[config.mk]
export PLATFORM = sky130hd
export DESIGN_NAME = mem_router
export DESIGN_NICKNAME = d
export VERILOG_FILES = /design/src/rtl/mem_router.sv
export SDC_FILE = /design/constraint.sdc
export NUM_CORES = 1
export LEC_CHECK = 0
export ABC_AREA = 1
export BUFFER_PORTS_ARGS = -buffer_cell sky130_fd_sc_hd__buf_4
export CORE_ASPECT_RATIO = 1.1
export CORE_MARGIN = 4
export CORE_UTILIZATION = 34
export CTS_BUF_LIST = sky130_fd_sc_hd__clkbuf_16
export DETAILED_ROUTE_END_ITERATION = 8
export GPL_ROUTABILITY_DRIVEN = 0
export SLEW_MARGIN = 20
export SYNTH_ARGS = -nofsm -noshare
export SYNTH_HDL_FRONTEND = slang
export SYNTH_SLANG_ARGS = --single-unit
[constraint.sdc]
create_clock -name clk -period 2.05 [get_ports clk]
set_input_delay 0.205 -clock clk [delete_from_list [all_inputs] [get_ports clk]]
set_output_delay 0.205 -clock clk [all_outputs]
set_load 0.01 [all_outputs]
[src/rtl/mem_router.sv]
// mem_router: routes one core data-bus request to one of NUM_TGT address-decoded
// targets over a valid/ready request and rvalid response handshake. One
// transaction is outstanding at a time; unmapped addresses get an error response.
//
// Optional feature: define MEM_ROUTER_TIMEOUT_EN to abort a transaction with an
// error response after TIMEOUT cycles without target ready/rvalid. Without it,
// the router waits indefinitely and TIMEOUT is unused.
module mem_router #(
  parameter int                          NUM_TGT   = 2,
  parameter int                          ADDR_W    = 30,
  parameter logic [NUM_TGT*ADDR_W-1:0]   TGT_BASE  = {30'h400, 30'h0},
  parameter logic [NUM_TGT*ADDR_W-1:0]   TGT_LIMIT = {30'h4FF, 30'hFF},
  parameter int                          TIMEOUT   = 255
) (
  input  logic                  clk,
  input  logic                  rst_n,
  input  logic                  i_req_valid,
  output logic                  o_req_ready,
  input  logic [ADDR_W-1:0]     i_req_addr,
  input  logic [31:0]           i_req_data,
  input  logic [3:0]            i_req_mask,
  input  logic                  i_req_wren,
  output logic                  o_rsp_valid,
  output logic [31:0]           o_rsp_data,
  output logic                  o_rsp_err,
  output logic [NUM_TGT-1:0]    o_tgt_valid,
  output logic [ADDR_W-1:0]     o_tgt_addr,
  output logic [31:0]           o_tgt_data,
  output logic [3:0]            o_tgt_mask,
  output logic                  o_tgt_wren,
  input  logic [NUM_TGT-1:0]    i_tgt_ready,
  input  logic [NUM_TGT-1:0]    i_tgt_rvalid,
  input  logic [NUM_TGT*32-1:0] i_tgt_rdata
);

  localparam int SEL_W = (NUM_TGT > 1) ? $clog2(NUM_TGT) : 1;

  typedef enum logic [1:0] {
    S_IDLE,
    S_REQ,
    S_RDWAIT,
    S_RESP
  } state_t;

  state_t              state_q, state_d;
  logic [SEL_W-1:0]    sel_q;
  logic [ADDR_W-1:0]   addr_q;
  logic [31:0]         data_q;
  logic [3:0]          mask_q;
  logic                wren_q;
  logic [31:0]         rsp_data_q;
  logic                rsp_err_q;

  logic                dec_hit;
  logic [SEL_W-1:0]    dec_sel;
  logic [ADDR_W-1:0]   dec_offset;

  logic                sel_ready;
  logic                sel_rvalid;
  logic [31:0]         sel_rdata;
  logic [NUM_TGT-1:0]  tgt_valid;

  logic                accept;
  logic                rsp_load;
  logic [31:0]         rsp_data_d;
  logic                rsp_err_d;
  logic                timeout_hit;

  // Address decode: first (lowest-index) window containing the address wins.
  always_comb begin
    // NOTE: every variable gets a default before any condition, so no path
    // through the block leaves a value unassigned and no latch is inferred.
    dec_hit    = 1'b0;
    dec_sel    = '0;
    dec_offset = i_req_addr;
    for (int i = 0; i < NUM_TGT; i++) begin
      if (!dec_hit &&
          i_req_addr >= TGT_BASE[i*ADDR_W +: ADDR_W] &&
          i_req_addr <= TGT_LIMIT[i*ADDR_W +: ADDR_W]) begin
        dec_hit    = 1'b1;
        dec_sel    = SEL_W'(i);
        // A hit guarantees addr >= base, so the subtraction cannot wrap.
        dec_offset = i_req_addr - TGT_BASE[i*ADDR_W +: ADDR_W];
      end
    end
  end

  // Select the handshake/data of the latched target; all others are ignored.
  always_comb begin
    sel_ready  = 1'b0;
    sel_rvalid = 1'b0;
    sel_rdata  = '0;
    tgt_valid  = '0;
    for (int i = 0; i < NUM_TGT; i++) begin
      if (sel_q == SEL_W'(i)) begin
        sel_ready    = i_tgt_ready[i];
        sel_rvalid   = i_tgt_rvalid[i];
        sel_rdata    = i_tgt_rdata[i*32 +: 32];
        tgt_valid[i] = (state_q == S_REQ);
      end
    end
  end

`ifdef MEM_ROUTER_TIMEOUT_EN
  localparam int                CNT_W   = $clog2(TIMEOUT + 1);
  localparam logic [CNT_W-1:0]  TO_LAST = CNT_W'(TIMEOUT - 1);

  logic [CNT_W-1:0] cnt_q;

  // Wait counter: restarts on entering REQ/RDWAIT, counts cycles spent waiting.
  always_ff @(posedge clk or negedge rst_n) begin
    if (!rst_n) begin
      cnt_q <= '0;
    end else if (state_d != state_q && (state_d == S_REQ || state_d == S_RDWAIT)) begin
      cnt_q <= '0;
    end else if (state_q == S_REQ || state_q == S_RDWAIT) begin
      cnt_q <= cnt_q + 1'b1;
    end
  end

  // The TIMEOUT-th waiting cycle without progress ends the transaction.
  assign timeout_hit = (cnt_q == TO_LAST);
`else
  logic unused_timeout;
  assign unused_timeout = (TIMEOUT == 0);
  assign timeout_hit    = 1'b0;
`endif

  assign accept = i_req_valid && (state_q == S_IDLE);

  // Next-state and response-capture decisions.
  always_comb begin
    state_d    = state_q;
    rsp_load   = 1'b0;
    rsp_data_d = '0;
    rsp_err_d  = 1'b0;
    unique case (state_q)
      S_IDLE: begin
        if (i_req_valid) begin
          if (dec_hit) begin
            state_d = S_REQ;
          end else begin
            state_d   = S_RESP;
            rsp_load  = 1'b1;
            rsp_err_d = 1'b1;
          end
        end
      end
      S_REQ: begin
        if (sel_ready) begin
          if (wren_q) begin
            state_d  = S_RESP;
            rsp_load = 1'b1;
          end else if (sel_rvalid) begin
            state_d    = S_RESP;
            rsp_load   = 1'b1;
            rsp_data_d = sel_rdata;
          end else begin
            state_d = S_RDWAIT;
          end
        end else if (timeout_hit) begin
          state_d   = S_RESP;
          rsp_load  = 1'b1;
          rsp_err_d = 1'b1;
        end
      end
      S_RDWAIT: begin
        if (sel_rvalid) begin
          state_d    = S_RESP;
          rsp_load   = 1'b1;
          rsp_data_d = sel_rdata;
        end else if (timeout_hit) begin
          state_d   = S_RESP;
          rsp_load  = 1'b1;
          rsp_err_d = 1'b1;
        end
      end
      S_RESP: begin
        state_d = S_IDLE;
      end
      default: begin
        state_d = S_IDLE;
      end
    endcase
  end

  // State, request payload and response registers.
  always_ff @(posedge clk or negedge rst_n) begin
    if (!rst_n) begin
      state_q    <= S_IDLE;
      sel_q      <= '0;
      addr_q     <= '0;
      data_q     <= '0;
      mask_q     <= '0;
      wren_q     <= 1'b0;
      rsp_data_q <= '0;
      rsp_err_q  <= 1'b0;
    end else begin
      // NOTE: non-blocking assignments so every register samples the values
      // from before this edge, independent of statement order.
      state_q <= state_d;
      if (accept) begin
        sel_q  <= dec_sel;
        addr_q <= dec_offset;
        data_q <= i_req_data;
        mask_q <= i_req_mask;
        wren_q <= i_req_wren;
      end
      // Response fields update only when a response is produced, then hold.
      if (rsp_load) begin
        rsp_data_q <= rsp_data_d;
        rsp_err_q  <= rsp_err_d;
      end
    end
  end

  assign o_req_ready = (state_q == S_IDLE);
  assign o_rsp_valid = (state_q == S_RESP);
  assign o_rsp_data  = rsp_data_q;
  assign o_rsp_err   = rsp_err_q;
  assign o_tgt_valid = tgt_valid;
  assign o_tgt_addr  = addr_q;
  assign o_tgt_data  = data_q;
  assign o_tgt_mask  = mask_q;
  assign o_tgt_wren  = wren_q;

endmodule

After elaboration in Yosys (flattened, before gate mapping)
Index checks and enable logic that the tools add are counted.
{"block": "word_totals", "regBits": 103, "wordCells": 53}
{"block": "classes", "addsub": 1, "order_cmp": 4, "eq_ne": 6, "n_mux": 27, "n_reduce_logical": 7}
{"cell": "$mux W32", "n": 4}
{"cell": "$pmux W32 S2", "n": 1}
{"cell": "$ge A30 B1 Y1 const B", "n": 1}
{"cell": "$ge A30 B11 Y1 const B", "n": 1}
{"cell": "$le A30 B11 Y1 const B", "n": 1}
{"cell": "$le A30 B8 Y1 const B", "n": 1}
{"cell": "$mux W30", "n": 1}
{"cell": "$sub A30 B11 Y30 const B", "n": 1}
{"cell": "$mux W1", "n": 15}
{"cell": "$mux W2", "n": 4}
{"cell": "$pmux W2 S4", "n": 1}
{"cell": "$ne A2 B2 Y1 const B", "n": 3}
{"cell": "$eq A2 B2 Y1 const B", "n": 2}
{"cell": "$logic_and A1 B1 Y1", "n": 4}
{"cell": "$pmux W1 S3", "n": 1}
{"cell": "$reduce_and A3 Y1", "n": 1}
{"cell": "$eq A2 B1 Y1 const B", "n": 1}
{"cell": "$logic_not A2 Y1", "n": 1}
{"cell": "$logic_not A1 Y1", "n": 1}

Logic depth before layout (Yosys ltp)
{"block": "logic_depth", "ltp_word": 10, "mapped_depth": 14}

Least setup slack after synthesis
No wires, ideal clock.
{"block": "synth_path", "path_type": "flip-flop to flip-flop", "startpoint": "register state_q[0]", "endpoint": "register data_q[28] (netlist: o_tgt_data[28])", "setup_time_ns": 0.066, "arrival_ns": 1.718, "t_required_ns": 1.984, "slack_ns": 0.266, "stages_incl_launch_ff": 9, "n_path_buf": 2, "synth_period_minus_slack_ns": 1.784, "path_cell_list": "dfrtp_1 > inv_1 > ha_1 > nand2_1 > clkinv_1 > clkbuf_1 > buf_1 > nand2_1 > nand2_1"}
{"block": "synth_via", "elab_chain_len": 2}
{"item": "start, declared", "line_no": "45", "source": "state_t state_q, state_d;"}
{"item": "start signal, assigned", "line_no": "201", "source": "state_q <= state_d;"}
{"item": "$logic_not A2 Y1"}
{"item": "via o_req_ready", "line_no": "18", "source": "output logic o_req_ready,"}
{"item": "$logic_and A1 B1 Y1", "line_no": "129", "source": "assign accept = i_req_valid && (state_q == S_IDLE);"}
{"item": "end signal, assigned", "line_no": "205", "source": "data_q <= i_req_data;"}
{"item": "end, declared", "line_no": "48", "source": "logic [31:0] data_q;"}
The timed path passes the listed nets, and every way through them passes these cells.
A chain may end at the register's enable or synchronous reset.

Worst setup path after layout
{"block": "layout_path", "startpoint": "register sel_q", "endpoint": "register rsp_data_q[8] (netlist: o_rsp_data[8])"}
{"block": "layout_via", "elab_chain_len": 5, "word_cells_on_any_way": 11, "classes_between": "mux: 11"}
{"item": "start, declared", "line_no": "46", "source": "logic [SEL_W-1:0] sel_q;"}
{"item": "start signal, assigned", "line_no": "203", "source": "sel_q <= dec_sel;"}
{"item": "$mux W1 / $mux W32 (equally long branches)", "line_no": "95", "source": "if (sel_q == SEL_W'(i)) begin"}
{"item": "$mux W1 / $mux W32 (equally long branches)", "line_no": "168, 154"}
{"item": "$mux W1 / $mux W32 (equally long branches)", "line_no": "151", "source": "if (wren_q) begin"}
{"item": "$mux W1 / $mux W32 (equally long branches)", "line_no": "150", "source": "if (sel_ready) begin"}
{"item": "$pmux W1 S3 / $pmux W32 S2 (equally long branches)", "line_no": "137", "source": "unique case (state_q)"}
{"item": "end signal, assigned", "line_no": "211", "source": "rsp_data_q <= rsp_data_d;"}
{"item": "end, declared", "line_no": "51", "source": "logic [31:0] rsp_data_q;"}
Several ways; a longest one is shown, not always the timed one.

==> impl_metrics.yaml <==
timing:
  skew_ps: 13.55
  hold_viol: 0
  rsz0062_at_grt: "false"
  fmax_mhz: 535.4
  finalCritPeriodShare_pct: 91.11
  relSlewSlack_pct: 64.26
  finalSetupTns_ps: 0
  finalCriticalPeriod_ps: 1868
  setup_viol: 0
  slew_violations: 0
  whs_ps: 37.61
  worst_pin_slew_ps: 536.2
worst_setup_path:
  path_buf_inv: 4
  crit_path_start_kind: "flip-flop"
  crit_chain: "clkinvlp_4, buf_12, nand2_1, nand2_1, inv_1, nor3_1, o21ai_2, buf_12, nor4_1, nand2_2, nand2_1"
  critPathRequiredTime_ps: 2330
  worstPathArrival_ps: 2150
  crit_slowest_cell: "dfrtp_2"
  cp_max_fo: 32
  crit_type: "flip-flop to flip-flop"
  ff2ff_setup_slack_ps: 180
  r2r-start: "sel_q"
  crit_family: "simple AND/OR/NAND/NOR gates"
  cpMostUsedCell: "nand2_1"
  rr_worst_depth: 11
  cp-end-kind: "flip-flop"
  crit_path_max_incr_delay_ps: 450
  timing.rr.end: "o_rsp_data[8]"
placement:
  hpwl_mm: 11.95
  place_inst: 1074
  port_buffers: 241
  place_area_um2: 7152
clocking:
  path_clk_slew_ps: 80
  cts_tree: "built"
  clock_sinks: 103
  worstSkewPairLatency_ps: 350
  numCtsBuffers: 9
  cts-root-buf: "clkbuf_16"
  cts_buffer_depth: 2
  htreeDepth: 3
min_path:
  hp-class: "primary input to flip-flop"
  hold_end: "o_tgt_data[10]"
  min_from: "i_req_data[10]"
  min_path_cells: 3
cells_and_area:
  num_antenna_cells: 0
  finish.cell_count_without_fillers: 1093
  final_area_um2: 7527
  area_delta_synth_final_pct: 48.14
  nets: 1041
  layout-drive-gt1-share_pct: 34.18
route:
  route.detailed.drc: 0
  wire_per_inst_um: 14.62
  routed-via-count: 5048
  vias_per_cell: 4.618
  dr.pass1.iters: 4
  ant_nets: 0
  drt_iter0_drc: 267
  postRouteWirelength_mm: 15.98
die:
  core_um2: 14560
  die_w_um: 124.6
  io_pins: 242
  die_area_um2: 16970
  fp.dieH_um: 136.2
  initial_core_util_pct: 34.89
  rows: 46
global_route:
  grt.overflow.total: 0
  grt_pass1_vias: 4953
  grt_pass1_wl_mm: 26.08
  grt_use_total_pct: 18.81
  grt_max_degree: 55
  grt_antenna_before_repair: 0
logic_synthesis:
  syn_area_per_cell_um2: 7.687
  synth_common_cells: "nand2_1, dfrtp_1, nor2_1, nand3_1, inv_1"
  ys_types: 30
  yosys.area.top_type: "dfrtp_1"
  synth_top_family_by_area: "simple AND/OR/NAND/NOR gates"
  synth_area_um2: 5081
  async_reset_ff_share_pct: 100.0
  postSynthCellCount: 661
  synth_edf_count: 0
  ys_ff_latch: 103
  synth-compound-area-share_pct: 3.103
  yosys.area_share.simple_pct: 38.09
  yosysSeqAreaShare_pct: 50.73
  yosys_warnings: 0
  synthesis.nets: 806
  synth_top_cell_area_share_pct: 50.73
  yosys.area_share.adder_pct: 1.724
  netlist_top_cells_area: "dfrtp_1, nand2_1, nor2_1"
  synth_mux_area_share_pct: 0
  synth_xor_area_share_pct: 0
  synth_ff_type: "dfrtp_1"
  yosysMostFrequentCell: "nand2_1"
power:
  peakVddDrop_uv: 569.6
  powerDensity_nw_per_um2: 1263
  p_total_uw: 9506
  leakagePower_uw: 0.004131
job:
  drv_cap: 0
status:
  status: "completed"
[how the worst max path moves through the flow]
stage	start	end	slack (ps)	cells after the start
after floorplan	state_q[0]	o_tgt_data[28]	270	8
after global placement	i_req_addr[11]	o_rsp_data[11]	100	13
after detailed placement	i_req_addr[11]	o_rsp_data[21]	60	13
after CTS	sel_q	o_rsp_data[30]	60	9
after global routing	sel_q	o_rsp_data[23]	30	11
final	sel_q	o_rsp_data[8]	180	11
[layout make-up]
cell class,count,area (µm²)
flip-flops and latches,103,2579
clock buffers,9,225.2
fillers,1489,7034
well taps,192,240.2
inverters,38,146.4
multi-input cells,484,2217
repair buffers,260,2054
clock inverters,7,65.06
[per-stage QoR]
stage,utilization (%),setup WS [ps]
2_1_floorplan,-,266.2
3_3_place_gp,49.11,99.79
3_5_place_dp,49.11,56.44
4_1_cts,51.18,60.24
5_1_grt,51.69,30.76
6_report,51.69,182.2
[state kept, by name, indices dropped and copies added, names as in the netlist]
signal      flops
o_rsp_data     32
o_rsp_err       1
o_tgt_addr     30
o_tgt_data     32
o_tgt_mask      4
o_tgt_wren      1
sel_q           1
state_q         2
[tightest hold or removal path, delay by kind of cell]
kind / cells / cell delay (ps)
and+or+nand+nor: 2 / 80
buffers and inverters: 1 / 70
[cell families after synthesis]
kind of cell             count (synthesis)
AND/OR/NAND/NOR                        449
AO/OA/AOI/OAI                           28
buffers and inverters                   74
flip-flops                             103
adder cells (fa/ha/maj)                  7
[power breakdown]
part           switching (µW)  total (µW)  internal (µW)
logic                    2320        4340           2020
clock network             836        1690            853
registers                 549        3480           2930
[what timing repair did]
action,CTS,global route
setup buffers,0,2
hold endpoints to repair,35,0
setup endpoints to repair,0,33
resized for setup,0,10
hold buffers,1,0
[routing by layer]
layer	global-route usage [%]	part of all wire (%)	vias up	wire length, µm
met1	24.95	45	2305	7140
li1	-	-	2557	-
met3	6.876	8.9	10	1416
met4	4.689	0.91	0	146
met5	0	0	-	0
met2	29.39	46	176	7275
[layout by cell type (no fill, tap or decap), types with 3 or more instances in the layout]
cell,instances
a31oi_1,9
buf_12,8
buf_4,251
clkbuf_16,9
clkinvlp_4,4
dfrtp_1,102
ha_1,7
inv_1,36
inv_8,3
nand2_1,252
nand2_2,13
nand3_1,37
nand4_1,4
nor2_1,94
nor2_2,6
nor3_1,3
nor4_1,29
nor4_2,3
o21ai_0,14
Note: power is estimated with default switching activity, not from simulation.
